### src/rtl/axi_lite_slave_regs.sv
// axi_lite_slave_regs
//   AXI4-Lite responder exposing NUM_REGS read/write configuration registers.
//   AW and W are accepted independently and in either order; the write commits
//   on the edge where the second of the two handshakes completes. Byte strobes
//   are honoured per register. Reads are answered from a single output register.
//   Out-of-range accesses get SLVERR (reads return zero data).
//
// Optional build macro: AXI_LITE_SLAVE_STATUS_EN
//   Adds sts_data_i; word indices [NUM_REGS, NUM_REGS+NUM_STS) read status
//   words with OKAY, and writes there get SLVERR.
//
// Ports
//   aclk, areset             clock, synchronous active-high reset
//   S_AXI_AW*/W*/B*          write address / data / response channels
//   S_AXI_AR*/R*             read address / data channels
//   cfg_data_o               register k at bits [k*AXI_DATA_WIDTH +: AXI_DATA_WIDTH]
//   wr_pulse_o               bit k high for one cycle when register k is written
//   sts_data_i               status words (macro builds only)

// One configuration register with byte-lane write enables.
module axi_lite_slave_regs_word #(
    parameter int W = 32
) (
    input  logic           clk,
    input  logic           rst,
    input  logic           we,
    input  logic [W-1:0]   wdata,
    input  logic [W/8-1:0] wstrb,
    output logic [W-1:0]   q
);
    always_ff @(posedge clk) begin
        if (rst) begin
            q <= '0;
        end else if (we) begin
            for (int b = 0; b < W/8; b++) begin
                if (wstrb[b]) q[b*8 +: 8] <= wdata[b*8 +: 8];
            end
        end
    end
endmodule

module axi_lite_slave_regs #(
    parameter int AXI_DATA_WIDTH = 32,
    parameter int AXI_ADDR_WIDTH = 32,
    parameter int NUM_REGS       = 16,
    parameter int NUM_STS        = 4
) (
    input  logic                               aclk,
    input  logic                               areset,
    input  logic [AXI_ADDR_WIDTH-1:0]          S_AXI_AWADDR,
    input  logic [2:0]                         S_AXI_AWPROT,
    input  logic                               S_AXI_AWVALID,
    output logic                               S_AXI_AWREADY,
    input  logic [AXI_DATA_WIDTH-1:0]          S_AXI_WDATA,
    input  logic [AXI_DATA_WIDTH/8-1:0]        S_AXI_WSTRB,
    input  logic                               S_AXI_WVALID,
    output logic                               S_AXI_WREADY,
    output logic [1:0]                         S_AXI_BRESP,
    output logic                               S_AXI_BVALID,
    input  logic                               S_AXI_BREADY,
    input  logic [AXI_ADDR_WIDTH-1:0]          S_AXI_ARADDR,
    input  logic [2:0]                         S_AXI_ARPROT,
    input  logic                               S_AXI_ARVALID,
    output logic                               S_AXI_ARREADY,
    output logic [AXI_DATA_WIDTH-1:0]          S_AXI_RDATA,
    output logic [1:0]                         S_AXI_RRESP,
    output logic                               S_AXI_RVALID,
    input  logic                               S_AXI_RREADY,
    output logic [NUM_REGS*AXI_DATA_WIDTH-1:0] cfg_data_o,
    output logic [NUM_REGS-1:0]                wr_pulse_o
`ifdef AXI_LITE_SLAVE_STATUS_EN
    ,
    input  logic [NUM_STS*AXI_DATA_WIDTH-1:0]  sts_data_i
`endif
);
    localparam int         STRB_W      = AXI_DATA_WIDTH / 8;
    localparam int         ADDR_LSB    = $clog2(STRB_W);
    localparam logic [1:0] RESP_OKAY   = 2'b00;
    localparam logic [1:0] RESP_SLVERR = 2'b10;

    // Protection bits carry no meaning for this register bank.
    logic unused_prot;
    assign unused_prot = ^{S_AXI_AWPROT, S_AXI_ARPROT};

    logic                      out_of_reset;
    logic                      aw_held, w_held;
    logic [AXI_ADDR_WIDTH-1:0] aw_addr_q;
    logic [AXI_DATA_WIDTH-1:0] w_data_q;
    logic [STRB_W-1:0]         w_strb_q;

    logic [NUM_REGS-1:0][AXI_DATA_WIDTH-1:0] regs;
    logic [NUM_REGS-1:0]       wr_hit, wr_en;

    // Readies are held low during the reset cycle and come up once reset is gone.
    assign S_AXI_AWREADY = out_of_reset && !aw_held && !S_AXI_BVALID;
    assign S_AXI_WREADY  = out_of_reset && !w_held  && !S_AXI_BVALID;
    assign S_AXI_ARREADY = out_of_reset && !S_AXI_RVALID;

    logic aw_hs, w_hs, ar_hs, commit;
    assign aw_hs = S_AXI_AWVALID && S_AXI_AWREADY;
    assign w_hs  = S_AXI_WVALID  && S_AXI_WREADY;
    assign ar_hs = S_AXI_ARVALID && S_AXI_ARREADY;

    // Commit on the edge that completes the pair, taking whichever half
    // arrives this cycle straight from the bus and the other from its holder.
    assign commit = (aw_held || aw_hs) && (w_held || w_hs);

    logic [AXI_ADDR_WIDTH-1:0] wr_addr, wr_idx, ar_idx;
    logic [AXI_DATA_WIDTH-1:0] wr_data;
    logic [STRB_W-1:0]         wr_strb;
    assign wr_addr = aw_held ? aw_addr_q : S_AXI_AWADDR;
    assign wr_data = w_held  ? w_data_q  : S_AXI_WDATA;
    assign wr_strb = w_held  ? w_strb_q  : S_AXI_WSTRB;
    assign wr_idx  = wr_addr >> ADDR_LSB;
    assign ar_idx  = S_AXI_ARADDR >> ADDR_LSB;

    for (genvar k = 0; k < NUM_REGS; k++) begin : g_reg
        assign wr_hit[k] = (wr_idx == AXI_ADDR_WIDTH'(k));
        assign wr_en[k]  = commit && wr_hit[k];
        axi_lite_slave_regs_word #(.W(AXI_DATA_WIDTH)) u_word (
            .clk   (aclk),
            .rst   (areset),
            .we    (wr_en[k]),
            .wdata (wr_data),
            .wstrb (wr_strb),
            .q     (regs[k])
        );
    end

    assign cfg_data_o = regs;

    // Read lookup; anything not matched stays zero with SLVERR.
    logic [AXI_DATA_WIDTH-1:0] rd_word;
    logic                      rd_err;
    always_comb begin
        rd_word = '0;
        rd_err  = 1'b1;
        for (int k = 0; k < NUM_REGS; k++) begin
            if (ar_idx == AXI_ADDR_WIDTH'(k)) begin
                rd_word = regs[k];
                rd_err  = 1'b0;
            end
        end
`ifdef AXI_LITE_SLAVE_STATUS_EN
        for (int s = 0; s < NUM_STS; s++) begin
            if (ar_idx == AXI_ADDR_WIDTH'(NUM_REGS + s)) begin
                rd_word = sts_data_i[s*AXI_DATA_WIDTH +: AXI_DATA_WIDTH];
                rd_err  = 1'b0;
            end
        end
`endif
    end

    always_ff @(posedge aclk) begin
        if (areset) begin
            out_of_reset <= 1'b0;
            aw_held      <= 1'b0;
            w_held       <= 1'b0;
            aw_addr_q    <= '0;
            w_data_q     <= '0;
            w_strb_q     <= '0;
            wr_pulse_o   <= '0;
            S_AXI_BVALID <= 1'b0;
            S_AXI_BRESP  <= RESP_OKAY;
            S_AXI_RVALID <= 1'b0;
            S_AXI_RRESP  <= RESP_OKAY;
            S_AXI_RDATA  <= '0;
        end else begin
            out_of_reset <= 1'b1;
            wr_pulse_o   <= '0;

            if (commit) begin
                aw_held      <= 1'b0;
                w_held       <= 1'b0;
                S_AXI_BVALID <= 1'b1;
                S_AXI_BRESP  <= (|wr_hit) ? RESP_OKAY : RESP_SLVERR;
                wr_pulse_o   <= wr_en;
            end else begin
                if (aw_hs) begin
                    aw_held   <= 1'b1;
                    aw_addr_q <= S_AXI_AWADDR;
                end
                if (w_hs) begin
                    w_held   <= 1'b1;
                    w_data_q <= S_AXI_WDATA;
                    w_strb_q <= S_AXI_WSTRB;
                end
            end

            // Readies are low while BVALID is set, so no commit can collide here.
            if (S_AXI_BVALID && S_AXI_BREADY) S_AXI_BVALID <= 1'b0;

            // Lookup sees register values from before this edge, so a read
            // racing a commit to the same register returns the old contents.
            if (ar_hs) begin
                S_AXI_RVALID <= 1'b1;
                S_AXI_RDATA  <= rd_word;
                S_AXI_RRESP  <= rd_err ? RESP_SLVERR : RESP_OKAY;
            end else if (S_AXI_RVALID && S_AXI_RREADY) begin
                S_AXI_RVALID <= 1'b0;
            end
        end
    end
endmodule

### config.mk
export PLATFORM = sky130hd
export DESIGN_NAME = axi_lite_slave_regs
export DESIGN_NICKNAME = d
export VERILOG_FILES = /design/src/rtl/axi_lite_slave_regs.sv
export SDC_FILE = /design/constraint.sdc
export NUM_CORES = 1
export LEC_CHECK = 0
export ABC_AREA = 0
export CORE_AREA = 2 2 268 270
export DETAILED_ROUTE_END_ITERATION = 10
export DIE_AREA = 0 0 270 272
export PLACE_DENSITY = 0.81
export SYNTH_ARGS = -nofsm -noshare
export SYNTH_HDL_FRONTEND = slang
export SYNTH_HIERARCHICAL = 1
export SYNTH_SLANG_ARGS = --single-unit
### constraint.sdc
create_clock -name aclk -period 3.8 [get_ports aclk]
set_input_delay 0.57 -clock aclk [delete_from_list [all_inputs] [get_ports aclk]]
set_output_delay 0.57 -clock aclk [all_outputs]
set_load 0.05 [all_outputs]
; ---- After elaboration in Yosys (flattened, before gate mapping)
; Index checks and enable logic that the tools add are counted.
[word_totals]
latch_bits = 0
in_bits = 113
mem_count = 0
wordCells = 253
reg_bits = 637
ram_bits = 0
rom_bits = 0
[classes]
div_mod_pow = 0
addsub = 0
order_cmp = 0
n_bitwise = 1
mul = 0
n_eq_ne = 30
n_shift = 0
mux = 40
reduce_logical = 106
[op_table]
columns = operator, count
row1 = $mux W32, 18
row2 = $eq A30 B4 Y1 const B, 16
row3 = $eq A30 B3 Y1 const B, 8
row4 = $reduce_and A2 Y1, 66
row5 = $eq A30 B2 Y1 const B, 4
row6 = $logic_not A32 Y1, 2
row7 = $eq A30 B1 Y1 const B, 2
row8 = $logic_and A1 B1 Y1, 27
row9 = $mux W1, 19
row10 = $reduce_or A16 Y1, 1
row11 = $reduce_or A2 Y1, 3
row12 = $logic_not A1 Y1, 4
row13 = $mux W2, 2
row14 = $mux W4, 1
row15 = $logic_or A1 B1 Y1, 2
row16 = $reduce_bool A2 Y1, 1
row17 = $not A1 Y1, 1

; ---- Longest topological paths before layout
[depth]
depth_word = 18
mapped_depth = 12
depth_no_buf = 9

; ---- Hierarchy
; The synthesis kept the hierarchy.
[by_module_without_submodules]
columns = module, instances, area_each_um2, cells_each, seq_area_each_um2
row1 = axi_lite_slave_regs_word, 16, 1463.9, 146, 640.6
row2 = axi_lite_slave_regs, 1, 9464.1, 1258, 2422.3

; ---- Worst setup path after synthesis
; Ideal clock, no wire load.
[synth_timing]
path_type = input to register
from = input S_AXI_ARADDR[7]
to = register S_AXI_RDATA[14]
setup_time_ns = 0.127
t_arrival_ns = 2.605
slack_ns = 1.068
cell_stages = 9
n_path_buf = 2
cell_sequence = or4_4 -> clkbuf_1 -> nor2_1 -> clkbuf_1 -> mux2i_1 -> o21ai_0 -> a221oi_1 -> nand3_1 -> o2bb2ai_1
[synth_between]
elab_chain_len = 17
elab_cells_between_ends = 32
[synth_lines]
columns = item, line_no
row1 = "start, declared", 61  ; input logic [AXI_ADDR_WIDTH-1:0] S_AXI_ARADDR,
row2 = $logic_not A32 Y1, 139  ; if (ar_idx == AXI_ADDR_WIDTH'(k)) begin
row3 = $mux W32 (15 in a row), 139
row4 = $mux W32 *, 139
row5 = "end signal, assigned", 197  ; S_AXI_RDATA <= rd_word;
row6 = "end, declared", 65  ; output logic [AXI_DATA_WIDTH-1:0] S_AXI_RDATA,
; Mark *: on every way between the ends. The rest lies on a longest branch, timed or not.
; A chain may end at the register's enable or synchronous reset.

; ---- Final worst setup path
[layout_timing]
from = input S_AXI_ARADDR[24]
to = register S_AXI_RDATA[22]
; The elaborated chain is that of the path after synthesis.

==> reports/metrics.csv <==
metric,value,unit
"Seq/Total Area, Yosys",38.53,%
Setup Viol. Count Final,0,
post-route clock skew,35.19,ps
global-route wire length before repair,217800,um
IO Pins,682,
Synth area leaders,"dfxtp_1 39%, a21bo_1 13%, a21oi_1 8.4%, nand3_1 8.2%, buf_6 6.1%",
Slew HR,9.780,%
Detail Route Antenna Nets,0,
Synth Area in Adders,0,%
worst slew pin tran,1343,ps
Netlist Area Pre-Place,32890,um^2
asr flop ratio synth,0,%
maximum clock insertion buffer count,3,
CP Max Fanout,26,
post-place instance area,40040,um^2
clk slew on worst S/H paths,70,ps
WHS,275.0,ps
cell count after synthesis,3594,
CTS tree,done,
Yosys top cell area share,38.53,%
Post-Synth XOR/XNOR Area,0,%
ys flop type,dfxtp_1,
Synth Area in Compound Gates,33.32,%
crit path time final,3179,ps
"Distinct cells, synth",70,
"most common cell after layout, fill and taps aside",clkdlybuf4s50_1,
Starting Density,46.48,%
Leak,14.30,nW
Post-synth EDFFs,0,
Detailed Place HPWL,108400,um
final instance area,42410,um^2
CP arrival,3770,ps
worst vdd ir,0.2567,mV
RePlAce Congestion,1.015,
"Setup Fix Bufs, Post-CTS",0,
fmax,0.3146,GHz
CP Launch Type,input pin,
number of global-route vias before repair,30570,
Sink Count,633,
Row Count,98,
Pwr per Cell Area,360.5,nW/um^2
Chip Width,270,um
core area,70750,um^2
worst path required time,4390,ps
Max Slew Vio Count,0,
final setup TNS,0,ps
RSZ-0062 raised after global routing,false,
largest net degree at the start of global routing,120,
Yosys reg bits,633,
Post-Synth Simple-Gate Area,15.22,%
grt ovf,0,
post-route insts no fill,5140,
Residual DRC,0,
number of port buffers,669,
Area Overhead vs Synth,28.95,%
cts hold-fix bufs,0,
Filler cells,5970,
wire per inst,30.08,um
mux contribution to synthesized area,3.630,%
number of max-cap violations,0,
fin crit share,83.65,%
Worst-Skew Late Latency,630,ps
largest family of logic cells by synthesized area,compound AO/OA/AOI/OAI gates,
"Core Util, Final",59.94,%
# resized after CTS,0,
# H-tree levels,3,
warnings from Yosys,6,
via count,33390,
status,finished clean,
CP endpoint kind,register,
share of post-route cells with drive strength above 1,14.80,%
kind of critical path,in2reg,
hold crit path type,in2reg,
nets@finish,4251,
Routed WL,154600,um
placed insts,5015,
DRT Pass-1 Iters,7,
Die Height,272,um
Synth area leader,dfxtp_1,
vias per cell,6.496,
initial antenna violation count,4,
Final Hold Viols,0,
Num CTS Buffers,71,
global-route usage over all layers,39.98,%
Root Buffer Master,clkbuf_16,
Avg Synthesized Cell Area,9.150,um^2
initial drt markers,5545,
die area,73440,um^2
"commonest non-fill, non-tap cells in the layout","666 x clkdlybuf4s50_1, 632 x dfxtp_1, 554 x a21oi_1",
-- logic make-up after synthesis --
logic type	count (synthesis)
other	1
multiplexers	83
AND/OR/NAND/NOR	1013
buffers and inverters	403
AO/OA/AOI/OAI	1461
flip-flops	633
-- through the flow --
step	total power, W	setup WS (ps)
after detailed placement	0.008222	79.66
final	0.01529	621.2
after floorplan	0.007752	1068
after global routing	0.01559	483.3
after global placement	0.008208	168.8
after CTS	0.01521	646.6
-- synthesized netlist by cell type (all sizes together) (3+ instances only) --
master   instances
nand3          536
o221ai          10
a22oi           29
nand2          210
or2              5
o2bb2ai         12
a21o             3
o32ai            5
dfxtp          633
and4             3
o31ai            4
nor2           101
a221oi          33
clkbuf          76
o22ai           44
a21oi          651
nand4           23
nor4            39
and2             4
a22o            14
a32oi            3
a211o            5
a31oi            7
and3            10
nor3            48
mux2i            9
a221o            8
a21bo          512
or3              7
o21ai           64
mux4            24
a211oi           7
o21a             5
o31a             3
a222oi          10
nor2b            8
mux2            50
inv              6
o211ai          13
nand2b           9
buf            321
o22a             7
-- path summary, 6_finish.rpt --
path | startpoint | end | slack, ps | cells past startpoint
hold / removal | areset | g_reg[11].u_word/q[27] | 280 | 2
setup reg to reg | aw_addr_q[23] | g_reg[5].u_word/q[16] | 840 | 9
hold reg to reg | w_data_q[17] | w_data_q[17] | 450 | 2
setup / recovery | S_AXI_ARADDR[24] | S_AXI_RDATA[22] | 620 | 12
-- critical path, cell delays in order --
cell	delay (ps)
clkdlybuf4s50_1	440
nor4_2	290
buf_4	220
nand4_2	250
buf_4	240
nor4_4	300
buf_12	240
a222oi_1	130
buf_4	190
a2111oi_0	580
buf_4	210
o21a_1	90
-- layout make-up --
type,instances,area [um^2],share of cell area (%)
inverters,6,22.52,0.05311
clock buffers,103,2111,4.977
repair buffers,867,8768,20.68
diodes,2,5.005,0.01180
clock inverters,20,254.0,0.5989
well taps,950,1189,2.803
multi-input cells,2559,17390,41.00
flip-flops and latches,633,12670,29.88
-- report_power, final --
part	internal, W	total (W)	switching [W]
registers	0.00667	0.00670	0.0000268
logic	0.000339	0.00145	0.00112
clock network	0.00420	0.00714	0.00294
total	0.0112	0.0153	0.00409
-- flip-flops by register name (all words and copies together), names as in the netlist --
name / count
S_AXI_BRESP: 1
S_AXI_BVALID: 1
S_AXI_RDATA: 32
S_AXI_RRESP: 1
S_AXI_RVALID: 1
aw_addr_q: 30
aw_held: 1
g.u_word/q: 512
out_of_reset: 1
w_data_q: 32
w_held: 1
w_strb_q: 4
wr_pulse_o: 16
-- per-layer routing --
| layer | share of wire, % | global-route usage, % |
|---|---|---|
| met3 | 14 | 13.29 |
| met5 | 0.015 | 0 |
| met2 | 41 | 57.32 |
| met4 | 7.8 | 27.44 |
| met1 | 37 | 50.74 |
(Power assumes the default switching activity.)
